**src/rtl/traffic_pkg.sv**
```systemverilog
// Shared definitions for the TRAFFIC lamp-bus monitor: phase codes, error codes,
// default plan timing and the legal lamp vectors.
package traffic_pkg;

  localparam int DEF_T_ALLRED = 2;
  localparam int DEF_T_GREEN  = 40;
  localparam int DEF_T_YELLOW = 5;
  localparam int DEF_T_WALK   = 25;
  localparam int DEF_T_FLASH  = 7;
  localparam int DEF_POS_W    = 7;

  typedef enum logic [2:0] {
    PH_ALLRED  = 3'd0,
    PH_R1G     = 3'd1,
    PH_R1Y     = 3'd2,
    PH_R2G     = 3'd3,
    PH_R2Y     = 3'd4,
    PH_WALKG   = 3'd5,
    PH_WALKOFF = 3'd6,
    PH_ILLEGAL = 3'd7
  } phase_t;

  typedef enum logic {
    ST_HUNT  = 1'b0,
    ST_TRACK = 1'b1
  } mon_state_t;

  localparam logic [1:0] ERR_NONE = 2'd0;
  localparam logic [1:0] ERR_SEQ  = 2'd1;
  localparam logic [1:0] ERR_ILL  = 2'd2;
  localparam logic [1:0] ERR_SAFE = 2'd3;

  // Bit order: {R1_G, R1_Y, R1_R, R2_G, R2_Y, R2_R, Walk_G, Walk_R}
  localparam logic [7:0] LAMPS_ALLRED  = 8'b001_001_01;
  localparam logic [7:0] LAMPS_R1G     = 8'b100_001_01;
  localparam logic [7:0] LAMPS_R1Y     = 8'b010_001_01;
  localparam logic [7:0] LAMPS_R2G     = 8'b001_100_01;
  localparam logic [7:0] LAMPS_R2Y     = 8'b001_010_01;
  localparam logic [7:0] LAMPS_WALKG   = 8'b001_001_10;
  localparam logic [7:0] LAMPS_WALKOFF = 8'b001_001_00;

  function automatic phase_t decode_phase(input logic [7:0] lamps);
    phase_t ph;
    case (lamps)
      LAMPS_ALLRED:  ph = PH_ALLRED;
      LAMPS_R1G:     ph = PH_R1G;
      LAMPS_R1Y:     ph = PH_R1Y;
      LAMPS_R2G:     ph = PH_R2G;
      LAMPS_R2Y:     ph = PH_R2Y;
      LAMPS_WALKG:   ph = PH_WALKG;
      LAMPS_WALKOFF: ph = PH_WALKOFF;
      default:       ph = PH_ILLEGAL;
    endcase
    return ph;
  endfunction

  // Two or more of the three right-of-way groups lit at once.
  function automatic logic is_conflict(input logic [7:0] lamps);
    logic r1_go;
    logic r2_go;
    logic walk_go;
    r1_go   = lamps[7] | lamps[6];
    r2_go   = lamps[4] | lamps[3];
    walk_go = lamps[1];
    return (r1_go & r2_go) | (r1_go & walk_go) | (r2_go & walk_go);
  endfunction

endpackage

```
**src/rtl/traffic_monitor_plan.sv**
```systemverilog
// tm_plan: combinational map from plan position to the phase TRAFFIC should show.
// Shared between the monitor and the bench scoreboard.
module tm_plan
  import traffic_pkg::*;
#(
  parameter int T_ALLRED = DEF_T_ALLRED,
  parameter int T_GREEN  = DEF_T_GREEN,
  parameter int T_YELLOW = DEF_T_YELLOW,
  parameter int T_WALK   = DEF_T_WALK,
  parameter int T_FLASH  = DEF_T_FLASH,
  parameter int POS_W    = DEF_POS_W
) (
  input  logic [POS_W-1:0] pos,
  output phase_t           expected
);

  // Segment start positions; PERIOD must not exceed 2**POS_W.
  localparam logic [31:0] B_R1G    = 32'(T_ALLRED);
  localparam logic [31:0] B_R1Y    = B_R1G + 32'(T_GREEN);
  localparam logic [31:0] B_AR2    = B_R1Y + 32'(T_YELLOW);
  localparam logic [31:0] B_R2G    = B_AR2 + 32'(T_ALLRED);
  localparam logic [31:0] B_R2Y    = B_R2G + 32'(T_GREEN);
  localparam logic [31:0] B_AR3    = B_R2Y + 32'(T_YELLOW);
  localparam logic [31:0] B_WALK   = B_AR3 + 32'(T_ALLRED);
  localparam logic [31:0] B_FLASH  = B_WALK + 32'(T_WALK);
  localparam logic [31:0] B_END    = B_FLASH + 32'(T_FLASH);
  localparam logic        FLASH_P0 = B_FLASH[0];

  logic [31:0] p;
  assign p = 32'(pos);

  always_comb begin
    expected = PH_ILLEGAL;
    if (p < B_R1G)        expected = PH_ALLRED;
    else if (p < B_R1Y)   expected = PH_R1G;
    else if (p < B_AR2)   expected = PH_R1Y;
    else if (p < B_R2G)   expected = PH_ALLRED;
    else if (p < B_R2Y)   expected = PH_R2G;
    else if (p < B_AR3)   expected = PH_R2Y;
    else if (p < B_WALK)  expected = PH_ALLRED;
    else if (p < B_FLASH) expected = PH_WALKG;
    else if (p < B_END)   // odd offsets into the flash window are dark
      expected = (p[0] ^ FLASH_P0) ? PH_WALKOFF : PH_WALKG;
  end

endmodule

```
**src/rtl/traffic_monitor.sv**
```systemverilog
// Passive checker for the TRAFFIC lamp bus: decodes lamp vectors, locks onto the
// signal plan at an ALLRED->R1G edge and reports sequence/encoding/safety faults.
module traffic_monitor
  import traffic_pkg::*;
#(
  parameter int T_ALLRED = DEF_T_ALLRED,
  parameter int T_GREEN  = DEF_T_GREEN,
  parameter int T_YELLOW = DEF_T_YELLOW,
  parameter int T_WALK   = DEF_T_WALK,
  parameter int T_FLASH  = DEF_T_FLASH,
  parameter int POS_W    = DEF_POS_W
) (
  input  logic             clk,
  input  logic             rst,
  input  logic [7:0]       lamps,
  output logic             locked,
  output logic [2:0]       phase,
  output logic [POS_W-1:0] pos,
  output logic             err,
  output logic [1:0]       err_code,
  output logic             safety_fault,
  output logic [15:0]      period_cnt
);

  localparam int PERIOD = 3*T_ALLRED + 2*T_GREEN + 2*T_YELLOW + T_WALK + T_FLASH;
  localparam logic [POS_W-1:0] LAST_POS = POS_W'(PERIOD - 1);
  localparam logic [POS_W-1:0] LOCK_POS = POS_W'(T_ALLRED);

  mon_state_t       state_reg, state_next;
  logic             locked_reg, locked_next;
  phase_t           phase_reg;
  logic [POS_W-1:0] pos_reg, pos_next;
  logic             err_reg, err_next;
  logic [1:0]       err_code_reg, err_code_next;
  logic             safety_reg, safety_next;
  logic [15:0]      period_reg, period_next;
  logic             prev_allred_reg;

  phase_t           cur_phase;
  phase_t           exp_phase;
  logic             conflict;
  logic [POS_W-1:0] exp_pos;
  logic [1:0]       fault_code;

  assign cur_phase = decode_phase(lamps);
  assign conflict  = is_conflict(lamps);
  // Position the incoming vector should occupy if the plan is running.
  assign exp_pos   = (pos_reg == LAST_POS) ? '0 : pos_reg + 1'b1;

  tm_plan #(
    .T_ALLRED (T_ALLRED),
    .T_GREEN  (T_GREEN),
    .T_YELLOW (T_YELLOW),
    .T_WALK   (T_WALK),
    .T_FLASH  (T_FLASH),
    .POS_W    (POS_W)
  ) u_plan (
    .pos      (exp_pos),
    .expected (exp_phase)
  );

  always_comb begin
    fault_code = ERR_NONE;
    if (conflict)
      fault_code = ERR_SAFE;
    else if (cur_phase == PH_ILLEGAL)
      fault_code = ERR_ILL;
    else if (state_reg == ST_TRACK && cur_phase != exp_phase)
      fault_code = ERR_SEQ;
  end

  always_comb begin
    state_next    = state_reg;
    locked_next   = locked_reg;
    pos_next      = pos_reg;
    err_next      = 1'b0;
    err_code_next = err_code_reg;
    safety_next   = safety_reg | conflict;
    period_next   = period_reg;

    if (fault_code != ERR_NONE) begin
      // Any fault drops lock; position stays where the plan was last good.
      err_next      = 1'b1;
      err_code_next = fault_code;
      locked_next   = 1'b0;
      state_next    = ST_HUNT;
    end else begin
      case (state_reg)
        ST_HUNT: begin
          if (prev_allred_reg && cur_phase == PH_R1G) begin
            state_next  = ST_TRACK;
            locked_next = 1'b1;
            pos_next    = LOCK_POS;
          end
        end
        ST_TRACK: begin
          pos_next = exp_pos;
          if (exp_pos == '0 && period_reg != 16'hFFFF)
            period_next = period_reg + 16'd1;
        end
        default: state_next = ST_HUNT;
      endcase
    end
  end

  always_ff @(posedge clk or posedge rst) begin
    if (rst) begin
      state_reg       <= ST_HUNT;
      locked_reg      <= 1'b0;
      phase_reg       <= PH_ALLRED;
      pos_reg         <= '0;
      err_reg         <= 1'b0;
      err_code_reg    <= ERR_NONE;
      safety_reg      <= 1'b0;
      period_reg      <= 16'd0;
      prev_allred_reg <= 1'b0;
    end else begin
      state_reg       <= state_next;
      locked_reg      <= locked_next;
      phase_reg       <= cur_phase;
      pos_reg         <= pos_next;
      err_reg         <= err_next;
      err_code_reg    <= err_code_next;
      safety_reg      <= safety_next;
      period_reg      <= period_next;
      prev_allred_reg <= (cur_phase == PH_ALLRED);
    end
  end

  assign locked       = locked_reg;
  assign phase        = phase_reg;
  assign pos          = pos_reg;
  assign err          = err_reg;
  assign err_code     = err_code_reg;
  assign safety_fault = safety_reg;
  assign period_cnt   = period_reg;

endmodule

```
**config.mk**
```make
export PLATFORM = sky130hd
export DESIGN_NAME = traffic_monitor
export DESIGN_NICKNAME = d
export VERILOG_FILES = /design/src/rtl/traffic_pkg.sv /design/src/rtl/traffic_monitor_plan.sv /design/src/rtl/traffic_monitor.sv
export SDC_FILE = /design/constraint.sdc
export NUM_CORES = 1
export LEC_CHECK = 0
export ABC_AREA = 1
export CORE_MARGIN = 1
export CORE_UTILIZATION = 57
export CTS_CLUSTER_DIAMETER = 120
export DETAILED_ROUTE_END_ITERATION = 6
export PLACE_DENSITY = 0.85
export SYNTH_ARGS = -nofsm -noshare
export SYNTH_HDL_FRONTEND = slang
export SYNTH_HIERARCHICAL = 1
export SYNTH_SLANG_ARGS = --single-unit
```
**constraint.sdc**
```tcl
create_clock -name clk -period 7.6 [get_ports clk]
set_input_delay 1.52 -clock clk [delete_from_list [all_inputs] [get_ports clk]]
set_output_delay 1.52 -clock clk [all_outputs]
set_load 0.005 [all_outputs]
```
==> reports/results.ini, run 1 <==
[timing]
hold_violations = 0
rsz0062_at_grt = false
slew_violations = 0
fin_setup_tns_ns = 0
holdWs_ns = 0.478
fin_skew_ns = 0.00840
min_period_ns = 3.73
tightest_slew_ns = 0.535
slew_headroom = 0.642
timing.fmax_mhz = 268
timing.final.crit_share = 0.491
setup_viol = 0

[run_status]
failed_checks = design-rule violations
status = finished, violations left

[logic_synthesis]
synth_compound_area_frac = 0.0488
synth_xor_area_frac = 0.0594
yosys.area_share.simple = 0.452
syn_nets = 345
synth_top_family_by_area = simple AND/OR/NAND/NOR gates
synth.avg_cell_area_um2 = 7.10
yosysUniqueCellTypes = 36
syn_inst = 332
synth_mux_area_frac = 0
ys_warn_count = 6
seq_area_frac_synth = 0.350
syn_area_um2 = 2360
ys_ff_latch = 33
synth-adder-area-share = 0.0159

[setup_path]
worstSetupPathType = in2reg
reg2reg_from = pos[0]
rrSetupSlack_ns = 4.22
arrival_ns = 3.90
cp_slowest_cell = clkdlybuf4s50_1
endpoint_kind = flip-flop
cp_cell_sequence = clkdlybuf4s50_1 -> nand2_1 -> nor2_1 -> nand2_2 -> nand2_2 -> nor2_2 -> nand2_2 -> nand2_1 -> nand2_2 -> nand2_4 -> o21ai_2 -> nand3_1 -> nand2_1 -> nand2_1
cp.required_ns = 7.77
r2r_end = pos[1]
cp-start-kind = input pin
reg2regPathDepth = 21
crit_fanout = 12
critPathMaxStageDelay_ns = 0.56

[route]
drt_wl_total_mm = 5.26
met2_length_mm = 2.77
dr.pass1.iters = 6
wl_met1_mm = 2.24
met3RoutedLength_um = 142
drtAntennaViolNets = 0
vias = 2266
drtIter0Drc = 218
drc = 2
maxUsedRoutingLayer = met4
vias_per_cell = 5.29
drt-wirelength-per-cell_um = 12.3

[floorplan]
core_um2 = 4000
floorplan.io_pins = 41
initial_core_util = 0.590
rows = 23
dieArea_um2 = 4400
die_x_um = 66.3
die_h_um = 66.3

[clock_network]
post_cts_buffers = 0
cts_sinks = 33
cts_resized = 0
ctsHoldBuffers = 0
cts_tree = yes
htree_levels = 2
cts_buffers = 5
clk_pin_slew_ns = 0.06
clock_latency_ns = 0.29
cts_max_path_buffers = 2
cts_root_buf = clkbuf_8

[pwr]
p_sw_uw = 77.2
power_density_nw_per_um2 = 114
p_int_uw = 250
swShare = 0.236
p_leak_uw = 0.00138
clkPwrFrac = 0.392
comb_power_share = 0.068
vdd_drop_max_mv = 0.0601
p_seq_frac = 0.540

[place]
dp.cells = 420
hpwlAfterDp_mm = 3.97
place.gp.congestion = 0.857
port-buffer-count = 40

[finish]
drive_gt1_frac = 0.132
final_util = 0.720
most-common-layout-cells = nand2_1 (124), clkdlybuf4s50_1 (40), dfrtp_1 (33), inv_1 (31), nor2_1 (30)
largest_reg_flops = 16
area_growth_pct = 22.2
final_nets = 390
antennaDiodeCount = 0
layout_commonest_cell = nand2_1
final_cells = 428

[global_routing]
grt_pass1_vias = 2071
antenna_found_initial = 0
grt_overflow_total = 0
grt_max_degree = 34
grt_usage = 0.272
grt_pass1_wl_mm = 9.06

[min_path]
hp-start = safety_fault
hp-class = reg2reg
hold_end = safety_fault
whs_path_depth = 2

[job]
maxCapViolations = 0

Yosys cell counts:
| master | n | area [um^2] |
|---|---|---|
| nor3_1 | 6 | 30.0 |
| o311ai_0 | 1 | 8.76 |
| inv_1 | 31 | 116 |
| clkinv_1 | 1 | 3.75 |
| buf_6 | 2 | 22.5 |
| nand3_2 | 2 | 20.0 |
| xnor2_1 | 5 | 43.8 |
| a21oi_2 | 1 | 8.76 |
| nor2_1 | 30 | 113 |
| nand3_4 | 3 | 52.6 |
| nand4_4 | 1 | 21.3 |
| nand2_1 | 124 | 465 |
| or2_2 | 1 | 6.26 |
| nor2_8 | 1 | 20.0 |
| o21bai_1 | 1 | 7.51 |
| ha_1 | 3 | 37.5 |
| a32oi_1 | 1 | 8.76 |
| o21ai_1 | 2 | 10.0 |
| a31o_2 | 1 | 8.76 |
| buf_2 | 1 | 5.00 |
| nand3_1 | 19 | 95.1 |
| nand2_2 | 15 | 93.8 |
| nor2_2 | 4 | 25.0 |
| dfrtp_1 | 33 | 826 |
| o21ai_2 | 1 | 8.76 |
| nand4_1 | 5 | 31.3 |
| a21o_1 | 1 | 7.51 |
| nor4_1 | 1 | 6.26 |
| o21ai_0 | 2 | 10.0 |
| inv_2 | 7 | 26.3 |
| a21oi_1 | 6 | 30.0 |
| nor2_4 | 5 | 56.3 |
| nand2_4 | 2 | 22.5 |
| nand3b_1 | 1 | 7.51 |
| a31oi_1 | 1 | 6.26 |
| xor2_1 | 11 | 96.3 |
cell families (layout without fill, tap and decap cells):
kind of cell             Yosys count  in the layout
adder cells (fa/ha/maj)            3              3
AND/OR/NAND/NOR                  220            220
AO/OA/AOI/OAI                     18             18
flip-flops                        33             33
XOR/XNOR                          16             16
buffers and inverters             42             88
layout make-up:
class	count	area (um^2)
Tap cell	50	62.6
Inverter	39	146
Clock buffer	8	80.1
Timing Repair Buffer	41	408
Multi-Input combinational cell	257	1360
Fill cell	342	1120
Sequential cell	33	826
power by group through the flow:
stage	combinational, uW	sequential (uW)	clock (uW)
after global routing	25.2	177	136
after floorplan	11.8	180	0
after CTS	22.5	177	128
after global placement	22.0	180	0
final	22.2	177	128
after detailed placement	22.5	180	0
worst max-delay path by stage:
stage,from,endpoint,slack [ns],cells past startpoint
after global placement,lamps[5],pos[5],3.73,14
after CTS,lamps[5],pos[1],3.89,14
after global routing,lamps[3],pos[1],3.66,15
final,lamps[5],pos[1],3.87,14
after floorplan,lamps[7],pos[0],4.62,12
after detailed placement,lamps[5],period_cnt[14],3.63,15
per-stage QoR:
stage,setup slack [ns],total power (uW),area (um^2)
3_5_place_dp,3.63,203,2800
6_report,3.87,328,2880
2_1_floorplan,4.62,192,2360
4_1_cts,3.89,327,2880
3_3_place_gp,3.73,202,2800
5_1_grt,3.66,338,2880
critical path, delay by kind of cell:
family | cells | cell delay [ns]
buf+inv | 1 | 0.56
compound gates | 1 | 0.24
simple gates | 12 | 1.57
per-layer routing:
| layer | track usage | up-vias |
|---|---|---|
| li1 | - | 1130 |
| met1 | 0.327 | 1078 |
| met2 | 0.492 | 47 |
| met3 | 0.0362 | 11 |
| met4 | 0.0931 | 0 |
| met5 | 0 | - |
No activity file was read; power rests on OpenSTA's default activity.
==> run 2: changes to the inputs <==
CORE_UTILIZATION = 48   (was 57)
PLACE_DENSITY = 0.76   (was 0.85)
clock period = 3.4 ns   (was 7.6 ns; I/O delays follow)
==> reports/results.ini, run 2 (same netlist as run 1, synthesis figures left out) <==
[setup_path]
cp.required_ns = 3.57
cp-start-kind = flip-flop
cp_slowest_cell = dfrtp_1
reg2regPathDepth = 21
cp_cell_sequence = ha_1 -> nand3_1 -> nor2_1 -> nand3_1 -> nand2_1 -> nor2_2 -> inv_1 -> nand2_1 -> nor2_2 -> nand2_2 -> nand2_1 -> inv_1 -> nand2_1 -> a21oi_1 -> inv_1 -> nand2_2 -> nand3_4 -> o21ai_2 -> nand3_2 -> nand2_1 -> nand2_1
rrSetupSlack_ns = 0.34
crit_family = simple AND/OR/NAND/NOR gates
crit_fanout = 8
critPathMaxStageDelay_ns = 0.45
arrival_ns = 3.23
reg2reg_from = pos[0]
endpoint_kind = flip-flop
crit_top_cell = nand2_1
crit_buf_inv = 3
worstSetupPathType = reg2reg
r2r_end = pos[3]

[pwr]
vdd_drop_max_mv = 0.139
clkPwrFrac = 0.428
p_leak_uw = 0.00142
power_density_nw_per_um2 = 262
comb_power_share = 0.064
p_sw_uw = 181
p_seq_frac = 0.508
p_total_uw = 779
p_int_uw = 597
swShare = 0.233

[finish]
layout_commonest_cell = nand2_1
num-fill-cells = 435
area_growth_pct = 26.1
final_nets = 394
seqCellArea_um2 = 826
multi_input_comb_area_um2 = 1370
antennaDiodeCount = 0
largest_reg_flops = 16
most-common-layout-cells = nand2_1 (124), clkdlybuf4s50_1 (40), dfrtp_1 (33), inv_1 (31), nor2_1 (29)
final_util = 0.630
drive_gt1_frac = 0.154

[timing]
timing.final.crit_share = 0.900
fin_setup_tns_ns = 0
slew_headroom = 0.671
min_period_ns = 3.06
setup_viol = 0
timing.fmax_mhz = 327
slew_violations = 0
rsz0062_at_grt = false
hold_violations = 0
fin_skew_ns = 0.00618
tightest_slew_ns = 0.488

[floorplan]
die_x_um = 72.1
die_h_um = 72.1
rows = 25
core_um2 = 4720
floorplan.io_pins = 41
initial_core_util = 0.499
dieArea_um2 = 5200

[clock_network]
cts_max_path_buffers = 2
cts_root_buf = clkbuf_8
ctsHoldBuffers = 0
cts_buffers = 5
cts_tree = yes
clk_pin_slew_ns = 0.07
clock_latency_ns = 0.28
htree_levels = 2
cts_sinks = 33

[global_routing]
antenna_found_initial = 0
grt_pass1_vias = 2037
grt_overflow_total = 0
grt_max_degree = 34
grt_usage = 0.208
grt_pass1_wl_mm = 8.49

[route]
drtAntennaViolNets = 0
drt_wl_total_mm = 5.11
drtIter0Drc = 80
drc = 0
drt-wirelength-per-cell_um = 11.4
vias = 2195
vias_per_cell = 4.89
dr.pass1.iters = 5

[min_path]
hold_end = safety_fault
hp-start = safety_fault
hp-class = reg2reg
whs_path_depth = 2

[place]
place.gp.congestion = 0.879
hpwlAfterDp_mm = 3.90
port-buffer-count = 40

[job]
maxCapViolations = 0

[run_status]
status = completed

[run 2: through the flow]
stage | cells | hold slack, ns | worst slack, ns | cell area, um^2
2_1_floorplan | 332 | 0.458 | 0.614 | 2360
3_3_place_gp | 439 | 0.454 | 0.328 | 2840
3_5_place_dp | 439 | 0.469 | 0.201 | 2840
4_1_cts | 447 | 0.486 | 0.177 | 2940
5_1_grt | 449 | 0.500 | 0.0159 | 2970
6_report | 449 | 0.486 | 0.340 | 2970
[run 2: final cells by class]
| type | instances | share of cell area |
|---|---|---|
| Multi-Input combinational cell | 257 | 0.459 |
| Clock buffer | 7 | 0.0324 |
| Tap cell | 67 | 0.0282 |
| Sequential cell | 33 | 0.278 |
| Clock inverter | 1 | 0.00168 |
| Inverter | 39 | 0.0492 |
| Timing Repair Buffer | 45 | 0.151 |
[run 2: worst max path at each step]
stage	startpoint	end	slack [ns]	cells past startpoint
6_report	pos[0]	pos[3]	0.34	21
2_1_floorplan	pos[0]	pos[0]	0.61	21
5_1_grt	pos[0]	pos[6]	0.02	20
4_1_cts	pos[0]	pos[0]	0.18	21
3_3_place_gp	pos[0]	pos[0]	0.33	21
3_5_place_dp	pos[0]	pos[0]	0.20	21
[run 2: power by group through the flow]
stage | Clock (uW) | Combinational [uW] | Sequential [uW]
3_5_place_dp | 0 | 50.7 | 403
6_report | 333 | 49.9 | 395
3_3_place_gp | 0 | 50.1 | 403
2_1_floorplan | 0 | 26.3 | 403
5_1_grt | 353 | 55.7 | 395
4_1_cts | 342 | 50.9 | 395
[run 2: what timing repair did]
| item | 4_1_cts | 5_1_grt |
|---|---|---|
| endpoints found under the setup margin | 0 | 23 |
| resized for setup | 0 | 2 |
| setup buffers | 0 | 2 |
[run 2: routing by layer]
layer / up-vias / global-route usage / part of all wire
met3: 10 / 0.0444 / 0.034
met5: - / 0 / 0
li1: 1138 / - / -
met2: 52 / 0.367 / 0.51
met4: 0 / 0.0828 / 0.019
met1: 995 / 0.247 / 0.44
[run 2: tightest hold or removal path: cells and delay by family (launching register included)]
family	cells	cell delay [ns]
flops	1	0.35
simple gates	1	0.06
buf+inv	1	0.04
